File: config.mk
export PLATFORM = sky130hd
export DESIGN_NAME = neuron_state_shiftreg
export DESIGN_NICKNAME = d
export VERILOG_FILES = /design/src/rtl/neuron_state_shiftreg.sv
export SDC_FILE = /design/constraint.sdc
export NUM_CORES = 1
export LEC_CHECK = 0
export CORE_MARGIN = 2
export CORE_UTILIZATION = 47
export DETAILED_ROUTE_END_ITERATION = 7
export GPL_TIMING_DRIVEN = 0
export PLACE_DENSITY_LB_ADDON = 0.2
export SYNTH_ARGS = -nofsm -noshare
export SYNTH_HDL_FRONTEND = slang
export SYNTH_SLANG_ARGS = --single-unit
File: constraint.sdc
create_clock -name update_clk -period 2.4 [get_ports update_clk]
set_input_delay 0.24 -clock update_clk [delete_from_list [all_inputs] [get_ports update_clk]]
set_output_delay 0.24 -clock update_clk [all_outputs]
set_load 0.005 [all_outputs]
File: src/rtl/neuron_state_shiftreg.sv
// neuron_state_shiftreg: multi-channel signed neuron-state history buffer with handshake, preload, freeze and fill tracking
module neuron_state_shiftreg #(
  parameter int W = 2,
  parameter int DEPTH = 20,
  parameter int CH = 1,
  parameter logic [W-1:0] RST_VAL = 2'b01,
  localparam int FW = $clog2(DEPTH + 1)
) (
  input  logic                  update_clk,
  input  logic                  rst,
  input  logic                  in_valid,
  output logic                  in_ready,
  input  logic [CH*W-1:0]       xin,
  input  logic                  load_en,
  input  logic [CH*DEPTH*W-1:0] load_data,
  input  logic                  freeze,
  input  logic                  err_clr,
  output logic [CH*DEPTH*W-1:0] xalt_packed,
  output logic [FW-1:0]         fill_cnt,
  output logic                  primed,
  output logic                  shift_strobe,
  output logic                  err_sticky
);
  typedef enum logic [1:0] {FILL, RUN, HOLD} state_t;
  state_t state_q, state_d;
  logic [CH*DEPTH*W-1:0] slot_q, slot_d;
  logic [FW-1:0] fill_q, fill_d;
  logic primed_q, primed_d, strobe_q, strobe_d, err_q, err_d;
  logic accept, bad_in, bad_ld;
  function automatic logic illegal(input logic [W-1:0] v);
    return W == 2 && v == W'(2);
  endfunction
  function automatic logic [W-1:0] sanitise(input logic [W-1:0] v);
    return illegal(v) ? '1 : v;
  endfunction
  assign in_ready = !freeze && !load_en;
  assign accept = in_valid && in_ready;
  always_comb begin
    bad_in = 1'b0;
    bad_ld = 1'b0;
    for (int c = 0; c < CH; c++) bad_in = bad_in | illegal(xin[c*W +: W]);
    for (int i = 0; i < CH*DEPTH; i++) bad_ld = bad_ld | illegal(load_data[i*W +: W]);
    slot_d = slot_q;
    fill_d = fill_q;
    state_d = state_q;
    strobe_d = 1'b0;
    if (load_en) begin
      for (int i = 0; i < CH*DEPTH; i++) slot_d[i*W +: W] = sanitise(load_data[i*W +: W]);
      fill_d = FW'(DEPTH);
      strobe_d = 1'b1;
      state_d = state_q == HOLD ? HOLD : RUN;
    end else if (freeze) begin
      state_d = HOLD;
    end else begin
      if (accept) begin
        for (int c = 0; c < CH; c++) begin
          slot_d[c*DEPTH*W +: W] = sanitise(xin[c*W +: W]);
          for (int j = 1; j < DEPTH; j++) slot_d[(c*DEPTH+j)*W +: W] = slot_q[(c*DEPTH+j-1)*W +: W];
        end
        fill_d = fill_q == FW'(DEPTH) ? fill_q : fill_q + 1'b1;
        strobe_d = 1'b1;
      end
      state_d = fill_d == FW'(DEPTH) ? RUN : FILL;
    end
    primed_d = fill_d == FW'(DEPTH);
    err_d = (err_q && !err_clr) || (accept && bad_in) || (load_en && bad_ld);
  end
  always_ff @(posedge update_clk) begin
    if (rst) begin
      state_q <= FILL;
      slot_q <= {CH*DEPTH{RST_VAL}};
      fill_q <= '0;
      primed_q <= 1'b0;
      strobe_q <= 1'b0;
      err_q <= 1'b0;
    end else begin
      state_q <= state_d;
      slot_q <= slot_d;
      fill_q <= fill_d;
      primed_q <= primed_d;
      strobe_q <= strobe_d;
      err_q <= err_d;
    end
  end
  assign xalt_packed = slot_q;
  assign fill_cnt = fill_q;
  assign primed = primed_q;
  assign shift_strobe = strobe_q;
  assign err_sticky = err_q;
endmodule
==> reports/results.txt, run 1 <==
The effective utilization at floorplan is 48.1%, and the netlist area before placement is 0.00243 sq mm. The horizontal extent of the die came out at 75.9 um. The most used flip-flop cell after synthesis is dfxtp_1.

In this run, the clock network consumes 28.8% of the power. The tools report the total number of yosys warnings as 0. For this run, the register share of the synthesized area comes to 39.6%. In this run, synthesis inferred 0 flip-flops with an integrated enable.

STA classifies the critical path startpoint as a primary input. The setup check on the worst reg-to-reg path leaves a slack of 0.60 ns. Net switching is 25.6% of the power.

The destination of the worst register-to-register timing path was primed. Traced cell by cell, the critical path runs through clkdlybuf4s50_1, clkbuf_2, buf_2, nor2_1, clkdlybuf4s50_1. The post-route clock skew was 0.00415 ns; the power per standard cell area was 506 mW/mm^2. Measured against its own limit, the worst slew margin works out to 65.3%. The logs give 428 for the net count of the finished layout and 0.0743 ns for the final worst-path setup slack.

Synthesis instantiated 38 different standard cells from the library. Global-route usage over all layers: 26.4%. After detailed routing, the average wire length per cell comes to 16.5 um. The layout overhead on the synthesized area is 46.6%, and the clock-pin slew on the worst setup and hold paths is 0.08 ns. Combinational logic is responsible for 22.5% of the overall power. The number of gates resized after CTS was 0.

The routed layout has 2,483 vias. Counting cells, the worst reg-to-reg path comes to 6. The endpoint of the worst hold-timing path was xalt_packed[24].

In this run the worst path has a maximum fanout of 19. Setup repair after global routing left no endpoint under its margin. After detailed routing, the number of remaining DRC violations is 0. The total die area is 0.00576 sq mm. The wire length of the first global-routing pass was 11.4 mm. The static leakage is 1.34 nW, and the max-capacitance violation count is 0.

The repair_antennas step left the layout with diodes totalling 0. The detailed-placement wirelength estimate came out at 5.63 mm. The run gives 2.16 ns as the required time at the endpoint of the critical path. Synthesis produced a netlist whose cell count is 277. Static timing analysis puts the maximum clock frequency at 430 MHz.

The total number of placement rows is 26. The total area inside the core boundary comes to 0.00504 sq mm. After global routing the overflow that remains totals 0. The number of setup violations in the final report is 0.

Setup TNS after final layout: 0 ns. At the end of routability-driven placement, the weighted congestion stood at 0.881. Measured along the y axis, the die boundary spans 75.9 um. The critical path start-end classification was in2out.

For the number of antenna violations at the first check in global routing, the log shows 0. The final critical delay including setup and external delays is 2.33 ns. A synthesized cell averages 8.76 sq um.

The run finished with clean final reports. The proportion of synthesized flip-flops having asynchronous set or reset came out at 0%. The logs give 48 for the CTS sink count and 0.29 ns for the source-to-sink clock delay at the later pin of the worst-skew pair. The synthesized design contains 48 register bits. The transition time at the pin with the least slew margin is 0.521 ns. The via count of the first global-routing pass came out at 2,421. The sequential group share of total power was 48.8%; the data arrival time of the critical path was 2.09 ns.

Entering global routing, the biggest net connects 20 pins. STA classifies the critical path endpoint as a primary output. Worst setup slack before clock tree synthesis: -0.222 ns. The via density per instance works out to 5.54.

Counting every net in the synthesized netlist gives 327. The largest individual stage delay along the critical path comes from the cell clkdlybuf4s50_1. The final hold violation count came out at 0. TritonCTS built the clock tree. In this design, the critical path's most frequently occurring cell is clkdlybuf4s50_1.

The post-route netlist has 9.79% of its cells at a drive strength greater than 1. In this run the most critical hold path is launched from rst. The launch instance of the worst register-to-register path is fill_cnt[0]. The count of buffers from port buffering came out at 95.

Along the worst hold path, the cell count comes to 2. The portion of the clock cycle consumed by the worst path in the final layout works out to 96.9%. For the cell internal power dissipation, the log shows 1.34 mW.

Summed over all nets, the switching power comes to 460 uW. The tools report the maximum vdd ir drop as 0.000306 V. Once the clock tree was built, the setup fixing pass inserted 0 buffers. After clock tree synthesis, the flow added hold-fix buffers numbering 0. Clock tree synthesis inserted a total of 5 buffers. The logs give 97 for the number of ports placed on the die boundary and 2 for the maximum level of the CTS H-tree. Once detail routing completed, the nets flagged for antenna violations numbered 0. The clock passes through at most 2 buffers. The first TritonRoute pass finished after 4 iterations. The tools report the max-slew violation count as 0. CTS placed an instance of clkbuf_8 at the clock tree root. The delay contributed by the slowest stage of the critical path was 0.57 ns; the sum of routed wire length over all layers was 7.37 mm. The tools report the number of DRC markers after the initial detailed-route iteration as 145.

The type of the most critical hold path is in2reg.
## sequential cells by signal (all words and copies together), names as in the netlist
name and flops:
xalt_packed 40, fill_cnt 5, err_sticky 1, shift_strobe 1, primed 1
## placed cells by master, fill, tap and decap left out, types with 2 or more instances in the layout
cell             instances
ha_1                     2
nand2b_1                37
nand2_1                 15
o2111ai_1                3
nor2_1                  28
buf_2                    6
a211oi_1                 2
mux2_2                  19
o21ai_0                  4
nor4_1                   2
nor3_1                   5
mux2_1                  19
o21ai_1                 17
clkdlybuf4s50_1         95
a21oi_1                  2
nor4b_1                  2
o22ai_1                 23
clkbuf_8                 7
buf_1                    2
inv_1                   15
clkbuf_1                 7
dfxtp_1                 48
## power by group through the flow
stage	combinational (mW)	clock (mW)	sequential, mW
after floorplan	0.178	0	0.891
after global placement	0.397	0	0.894
after detailed placement	0.401	0	0.895
after CTS	0.403	0.519	0.877
after global routing	0.438	0.546	0.884
final	0.404	0.518	0.878
## synthesized netlist by cell type, types with 2 or more instances
cell | instances | area, sq um
dfxtp_1 | 48 | 961
nand2b_1 | 37 | 231
nor2_1 | 28 | 105
o22ai_1 | 23 | 144
mux2_1 | 19 | 214
mux2_2 | 19 | 214
o21ai_1 | 17 | 85.1
inv_1 | 15 | 56.3
nand2_1 | 15 | 56.3
clkbuf_1 | 8 | 30.0
buf_2 | 6 | 30.0
nor3_1 | 5 | 25.0
o21ai_0 | 4 | 20.0
o2111ai_1 | 3 | 26.3
a211oi_1 | 2 | 15.0
a21oi_1 | 2 | 10.0
buf_1 | 2 | 7.51
ha_1 | 2 | 25.0
nor4_1 | 2 | 12.5
nor4b_1 | 2 | 17.5
## per-stage QoR
| stage | cells | util (%) | power, mW | hold slack [ns] | cell area, sq um |
|---|---|---|---|---|---|
| global route | 448 | 70.6 | 1.87 | 0.374 | 3560 |
| finish | 448 | 70.6 | 1.80 | 0.346 | 3560 |
| detailed placement | 442 | 68.7 | 1.30 | 0.509 | 3470 |
| CTS | 448 | 70.6 | 1.80 | 0.342 | 3560 |
| global placement | 442 | 68.7 | 1.29 | 0.505 | 3470 |
| floorplan | 277 | - | 1.07 | 0.388 | 2430 |
## metal layers
layer  GRT usage [%]  up-vias  wire length (um)
met2            42.4      126              3400
met1            34.6     1170              3170
met4            10.9        0               200
met5               0        -                 0
li1                -     1169                 -
met3            5.16       18               597
## worst max-delay path by stage
stage | from | endpoint | slack (ns) | cells past startpoint
6_report | load_en | in_ready | 0.07 | 5
5_1_grt | load_en | in_ready | 0.03 | 5
4_1_cts | load_en | in_ready | 0.09 | 5
3_5_place_dp | load_en | in_ready | -0.22 | 6
3_3_place_gp | load_en | in_ready | -0.26 | 6
2_1_floorplan | fill_cnt[0] | primed | 0.74 | 6
## worst max-delay path: cells and delay by family
kind          cells  cell delay, ns
simple gates      1            0.09
buf+inv           4            1.75
## cell families after synthesis
group / synth area share, %
AND/OR/NAND/NOR: 21.0
AO/OA/AOI/OAI: 14.8
flip-flops: 39.6
multiplexers: 17.6
buffers and inverters: 5.62
adder cells (fa/ha/maj): 1.03
XOR/XNOR: 0.361
## layout make-up
class,count,area (sq um)
Fill cell,416,1480
Multi-Input combinational cell,196,1330
Sequential cell,48,961
Timing Repair Buffer,95,951
Clock buffer,7,96.3
Tap cell,70,87.6
Buffer,17,76.3
Inverter,15,56.3
Power figures use the tool's default switching activity.
==> inputs of run 2 (changes only) <==
--- a/config.mk
+++ b/config.mk
@@ -7,6 +7,7 @@
 export LEC_CHECK = 0
 export CORE_MARGIN = 2
 export CORE_UTILIZATION = 47
+export CTS_CLUSTER_SIZE = 20
 export DETAILED_ROUTE_END_ITERATION = 7
 export GPL_TIMING_DRIVEN = 0
 export PLACE_DENSITY_LB_ADDON = 0.2
==> results of run 2 <==
No change in the layout: final DEF, timing and power equal those of run 1.
